<file path="config.mk">
export PLATFORM = sky130hd
export DESIGN_NAME = clock_div_prog
export DESIGN_NICKNAME = d
export VERILOG_FILES = /design/src/rtl/clock_div_pkg.sv /design/src/rtl/div_channel.sv /design/src/rtl/clock_div_prog.sv
export SDC_FILE = /design/constraint.sdc
export NUM_CORES = 1
export LEC_CHECK = 0
export BUFFER_PORTS_ARGS = -buffer_cell sky130_fd_sc_hd__buf_4
export CORE_MARGIN = 1.5
export CORE_UTILIZATION = 44
export CTS_CLUSTER_DIAMETER = 200
export DETAILED_ROUTE_END_ITERATION = 8
export GPL_ROUTABILITY_DRIVEN = 1
export SLEW_MARGIN = 10
export SYNTH_ARGS = -nofsm -noshare
export SYNTH_HDL_FRONTEND = slang
export SYNTH_SLANG_ARGS = --single-unit
</file>
<file path="constraint.sdc">
create_clock -name clock -period 4.3 [get_ports clock]
set_input_delay 0.43 -clock clock [delete_from_list [all_inputs] [get_ports clock]]
set_output_delay 0.43 -clock clock [all_outputs]
set_load 0.1 [all_outputs]
</file>
<file path="src/rtl/clock_div_pkg.sv">
`default_nettype none
// ============================================================================
//  Module      : clock_div_pkg
//  Description : Shared widths, divisor presets and per-edge channel ops
//                for the programmable clock-enable generator.
//  Revision    : 1.0 - initial release
// ============================================================================
package clock_div_pkg;

    localparam int          CNT_WIDTH_DEFAULT = 27;

    localparam int unsigned SYS_CLK_HZ        = 100_000_000;
    localparam int unsigned DIV_1HZ           = 100_000_000;
    localparam int unsigned DIV_1KHZ          = 100_000;
    localparam int unsigned DIV_DISPLAY_SCAN  = 100_000;
    localparam int unsigned DIV_DEBOUNCE      = 1_000_000;

    // What a channel does on a given edge once reset is excluded.
    typedef enum logic [1:0] {
        OP_STALL = 2'd0,
        OP_COUNT = 2'd1,
        OP_SYNC  = 2'd2,
        OP_LOAD  = 2'd3
    } ch_op_e;

    function automatic int unsigned div_for_hz(input int unsigned hz);
        return (hz == 0) ? 0 : SYS_CLK_HZ / hz;
    endfunction

endpackage
`default_nettype wire

</file>
<file path="src/rtl/div_channel.sv">
`default_nettype none
// ============================================================================
//  Module      : div_channel
//  Description : One divider channel: divisor, counter, tick strobe,
//                50% div_clock and active flag with load/sync/count priority.
//  Revision    : 1.0 - initial release
// ============================================================================
module div_channel
    import clock_div_pkg::*;
#(
    parameter int          CNT_WIDTH   = CNT_WIDTH_DEFAULT,
    parameter int unsigned DEFAULT_DIV = DIV_1KHZ
) (
    input  logic                 clock,
    input  logic                 reset,
    input  logic                 i_enable,
    input  logic                 i_sync,
    input  logic                 i_load,
    input  logic [CNT_WIDTH-1:0] i_div_value,
    output logic                 o_tick,
    output logic                 o_div_clock,
    output logic                 o_active
);

    localparam logic [CNT_WIDTH-1:0] c_default_div = CNT_WIDTH'(DEFAULT_DIV);
    localparam logic [CNT_WIDTH-1:0] c_one         = CNT_WIDTH'(1);

    logic [CNT_WIDTH-1:0] r_div;
    logic [CNT_WIDTH-1:0] r_cnt;
    logic                 r_tick;
    logic                 r_div_clock;
    logic                 r_active;

    logic                 w_div_nonzero;
    logic                 w_terminal;
    ch_op_e               w_op;

    assign w_div_nonzero = (r_div != '0);
    assign w_terminal    = (r_cnt == (r_div - c_one));

    always_comb begin
        w_op = OP_STALL;
        if (i_load) begin
            w_op = OP_LOAD;
        end else if (i_sync) begin
            w_op = OP_SYNC;
        end else if (i_enable && w_div_nonzero) begin
            w_op = OP_COUNT;
        end
    end

    always_ff @(posedge clock) begin
        if (reset) begin
            r_div       <= c_default_div;
            r_cnt       <= '0;
            r_tick      <= 1'b0;
            r_div_clock <= 1'b0;
            r_active    <= (c_default_div != '0);
        end else begin
            case (w_op)
                OP_LOAD: begin
                    r_div       <= i_div_value;
                    r_cnt       <= '0;
                    r_tick      <= 1'b0;
                    r_div_clock <= 1'b0;
                    r_active    <= (i_div_value != '0);
                end
                OP_SYNC: begin
                    r_cnt       <= '0;
                    r_tick      <= 1'b0;
                    r_div_clock <= 1'b0;
                end
                OP_COUNT: begin
                    if (w_terminal) begin
                        r_cnt       <= '0;
                        r_tick      <= 1'b1;
                        r_div_clock <= ~r_div_clock;
                    end else begin
                        r_cnt  <= r_cnt + c_one;
                        r_tick <= 1'b0;
                    end
                end
                OP_STALL: begin
                    // Paused or disabled: hold phase, but a zero divisor pins cnt at 0.
                    r_tick <= 1'b0;
                    if (!w_div_nonzero) begin
                        r_cnt <= '0;
                    end
                end
            endcase
        end
    end

    assign o_tick      = r_tick;
    assign o_div_clock = r_div_clock;
    assign o_active    = r_active;

endmodule
`default_nettype wire

</file>
<file path="src/rtl/clock_div_prog.sv">
`default_nettype none
// ============================================================================
//  Module      : clock_div_prog
//  Description : Multi-channel programmable clock-enable generator; each
//                channel divides the system clock by a runtime divisor.
//  Revision    : 1.0 - initial release
// ============================================================================
module clock_div_prog
    import clock_div_pkg::*;
#(
    parameter int          CHANNELS    = 4,
    parameter int          CNT_WIDTH   = CNT_WIDTH_DEFAULT,
    parameter int unsigned DEFAULT_DIV = DIV_1KHZ
) (
    input  logic                 clock,
    input  logic                 reset,
    input  logic                 enable,
    input  logic                 sync,
    input  logic [CHANNELS-1:0]  load,
    input  logic [CNT_WIDTH-1:0] div_value,
    output logic [CHANNELS-1:0]  tick,
    output logic [CHANNELS-1:0]  div_clock,
    output logic [CHANNELS-1:0]  active
);

    for (genvar gi = 0; gi < CHANNELS; gi++) begin : g_ch
        div_channel #(
            .CNT_WIDTH   (CNT_WIDTH),
            .DEFAULT_DIV (DEFAULT_DIV)
        ) u_ch (
            .clock       (clock),
            .reset       (reset),
            .i_enable    (enable),
            .i_sync      (sync),
            .i_load      (load[gi]),
            .i_div_value (div_value),
            .o_tick      (tick[gi]),
            .o_div_clock (div_clock[gi]),
            .o_active    (active[gi])
        );
    end

endmodule
`default_nettype wire

</file>
==> results_dict.tcl <==
set metrics [dict create \
    via_per_inst 5.81 \
    die_h_microns 180 \
    ir_worst_vdd_mv 0.265 \
    top_level_ports 47 \
    num_rows 64 \
    met3_wl_mm 2.08 \
    cts_hold_repair.buffers 0 \
    critical_path.top_delay_family "simple AND/OR/NAND/NOR gates" \
    rr_endpoint "g_ch[3].u_ch.r_cnt[23]" \
    synth-edff-count 0 \
    insertedDiodeCount 0 \
    reg2reg_setup_slack_ns 0.69 \
    h_tree_lvls 1 \
    period_share_pct 84.0 \
    report.final.hold_viol_count 0 \
    cts.sink_count 228 \
    timing.critical_path.fanout_max 23 \
    vias_in_the_first_global_route 11300 \
    tritoncts "yes" \
    hold_end "g_ch[0].u_ch.r_div[16]" \
    ctsLongestPathBuffers 3 \
    final.setup_skew_ns 0.0151 \
    insertion_delay_of_the_later_clocked_pin_in_the_worst_skew_pair_ns 0.54 \
    syn_inst 1670 \
    initialDrtViolationCount 873 \
    layout_common_cells "sky130_fd_sc_hd__dfxtp_1, sky130_fd_sc_hd__nor2_1, sky130_fd_sc_hd__mux2i_1" \
    dp.final_hpwl_mm 28.0 \
    start_util_pct 44.9 \
    violations "DRC" \
    detail_route.wirelength.met1_mm 18.1 \
    netlist-cell-type-count 86 \
    mappedNetlistNets 1717 \
    timing.fmax_mhz 277 \
    topRoutingLayerUsed "met4" \
    synth.yosys.warnings 0 \
    cts_post_setup_buffers_inserted 0 \
    hp-start "div_value[16]" \
    wl_met2_mm 17.2 \
    detailedRoute.firstPassIterationCount 7 \
    tritoncts.num_buffers 26 \
    drt-wirelength-per-cell_microns 18.6 \
    fp.dieW_microns 180 \
    cp.buffers_inverters 1 \
    postPlaceCellArea_sq_um 14300 \
    holdPathStages 3 \
    clkSlewWorstSetupHoldPaths_ns 0.06 \
    die_area_sq_um 32400 \
    share_of_layout_cells_above_drive_strength_1_pct 8.48 \
    antenna_found_initial 0 \
    pin_count_of_the_biggest_net_entering_global_routing 43 \
    numPortBuffers 46 \
    track_usage_pct 23.5 \
    end_kind "flop" \
    dominantRegCellSynth "sky130_fd_sc_hd__dfxtp_1" \
    totalNegativeSetupSlack_ns 0 \
    finish.net_count 1704 \
    timing.setup.critical_path_class "reg -> reg" \
    detail_route.drc_violations 3 \
    share_of_synthesized_registers_carrying_an_async_set_or_reset_pct 0 \
    synth-seq-cells 228 \
    worstPathCellList "or4_1 > nor4_1 > a21oi_1 > a211oi_1 > nor3_1 > a2bb2oi_1 > a21oi_2 > buf_4 > and3_1 > a221o_1" \
    slew_at_the_pin_with_the_worst_max_slew_slack_ns 1.03 \
    grt_pass1_wl_mm 62.0 \
    area_growth_syn_to_layout_pct 9.91 \
    critPathSlowestCell "sky130_fd_sc_hd__nor4_1" \
    run_status "finished with violations" \
    synth.cell_area_sq_um 13800 \
    cp-start-kind "flop" \
    cts_resized 0 \
    hold_path.class "in -> reg" \
    final.min_clock_period_ns 3.61 \
    overflow 0 \
    relSlewSlack_pct 30.9 \
    largest_stage_delay_on_the_critical_path_ns 0.66 \
    ctsRootBufferMaster "sky130_fd_sc_hd__clkbuf_16" \
    worst-r2r-cell-count 10 \
    power_density_nw_per_um2 339 \
    synth-seq-area-share_pct 33.1 \
    grt_setup_unrepaired "no" \
    setup_viol_count_final 0 \
    globalplace.congestion 0.890 \
    finish.instance_area_sq_um 15200 \
    synth_area_per_cell_sq_um 8.27 \
    drv_cap 0 \
    fp.coreArea_sq_um 30700 \
    report.final.slew_viol_count 0 \
    cp_data_required_time_ns 4.77 \
    critPathArrivalTime_ns 4.08 \
    leading_cell_type_in_the_layout_fill_and_taps_excluded "sky130_fd_sc_hd__dfxtp_1" \
    leakagePower_uw 0.00572 \
    ant_nets 0 \
    drt_wl_total_mm 38.5 \
    routed-via-count 12000 \
    timing.rr.start "g_ch[3].u_ch.r_div[12]" \
]
## cells by family after synthesis
family	Yosys count	share of synthesized area, %
AO/OA/AOI/OAI	238	12.1
XOR/XNOR	182	11.5
adder cells (fa/ha/maj)	12	1.09
buffers and inverters	133	4.21
flip-flops	228	33.1
multiplexers	124	9.01
AND/OR/NAND/NOR	753	29.0
## routing by layer
layer,track usage (%),vias up
met2,37.7,285
met1,32.5,5688
met3,3.19,66
met5,0,-
li1,-,5986
met4,7.73,0
## Yosys cell counts (all sizes together), types with 4 or more instances
cell type | number | share of area (%)
nor2b | 14 | 0.63
nand4b | 5 | 0.32
and2 | 13 | 0.59
nand3b | 12 | 0.65
nor2 | 209 | 5.7
a2111oi | 4 | 0.39
mux2i | 122 | 8.8
dfxtp | 228 | 33
nand2b | 21 | 0.95
o21a | 5 | 0.27
o22ai | 9 | 0.41
a21boi | 4 | 0.22
a221o | 6 | 0.44
nor4b | 7 | 0.44
or4 | 21 | 1.2
nand3 | 59 | 2.3
and4 | 16 | 1.0
o21ai | 52 | 1.9
nor4 | 53 | 2.8
ha | 12 | 1.1
a211oi | 10 | 0.54
o31ai | 7 | 0.38
or3 | 21 | 0.99
nand4 | 48 | 2.2
a211o | 4 | 0.25
nand2 | 122 | 3.4
nor3 | 58 | 2.1
a22oi | 5 | 0.27
buf | 39 | 1.6
xnor2 | 89 | 5.6
nor3b | 14 | 0.80
o211ai | 12 | 0.65
a311oi | 5 | 0.32
a21oi | 41 | 1.5
or2 | 14 | 0.63
a31oi | 16 | 0.73
a31o | 4 | 0.25
inv | 34 | 0.92
a21o | 10 | 0.54
clkbuf | 60 | 1.6
xor2 | 93 | 5.9
a22o | 10 | 0.63
and3 | 38 | 1.7
## per-stage QoR
stage	cells	power (uW)	hold WS [ns]	setup WS (ns)	utilization [%]
6_report	2070	5150	0.190	0.689	49.3
5_1_grt	2070	5360	0.194	0.410	49.3
4_1_cts	2070	5190	0.181	0.739	49.3
3_5_place_dp	2025	2870	0.466	0.755	46.5
3_3_place_gp	2025	2860	0.461	0.823	46.5
2_1_floorplan	1670	2690	0.443	1.09	-
## state kept, by name, summed over array words and instances, names as in the netlist
name,count
g_ch.u_ch.o_div_clock,4
g_ch.u_ch.o_active,4
g_ch.u_ch.r_div,108
g_ch.u_ch.r_cnt,108
g_ch.u_ch.o_tick,4
## how the worst max path moves through the flow
stage,from,endpoint,slack [ns],depth (start not counted)
detailed placement,g_ch[3].u_ch.r_div[12],g_ch[3].u_ch.r_cnt[16],0.75,10
finish,g_ch[3].u_ch.r_div[12],g_ch[3].u_ch.r_cnt[23],0.69,10
global placement,g_ch[3].u_ch.r_div[12],g_ch[3].u_ch.r_cnt[12],0.82,10
CTS,g_ch[3].u_ch.r_div[12],g_ch[3].u_ch.r_cnt[16],0.74,10
floorplan,g_ch[0].u_ch.r_div[0],g_ch[0].u_ch.o_div_clock,1.09,13
global route,g_ch[3].u_ch.r_div[12],g_ch[3].u_ch.r_cnt[16],0.41,10
## worst register-to-register path: stages, from the launching register on
cell                        delay, ns
sky130_fd_sc_hd__dfxtp_1         0.37
sky130_fd_sc_hd__or4_1           0.60
sky130_fd_sc_hd__nor4_1          0.66
sky130_fd_sc_hd__a21oi_1         0.18
sky130_fd_sc_hd__a211oi_1        0.28
sky130_fd_sc_hd__nor3_1          0.09
sky130_fd_sc_hd__a2bb2oi_1       0.17
sky130_fd_sc_hd__a21oi_2         0.55
sky130_fd_sc_hd__buf_4           0.37
sky130_fd_sc_hd__and3_1          0.19
sky130_fd_sc_hd__a221o_1         0.09
## cell type report
class	instances	area, sq um
Sequential cell	228	4560
Fill cell	2995	15600
Inverter	34	128
Timing Repair Buffer	58	435
Clock buffer	40	785
Clock inverter	5	100
Tap cell	396	495
Multi-Input combinational cell	1309	8660
## power breakdown
group	total [uW]	switching [uW]	leakage [uW]	internal (uW)
clock network	2320	899	0.000434	1420
logic	544	318	0.00342	226
registers	2280	108	0.00186	2170
No activity file was read; power rests on OpenSTA's default activity.
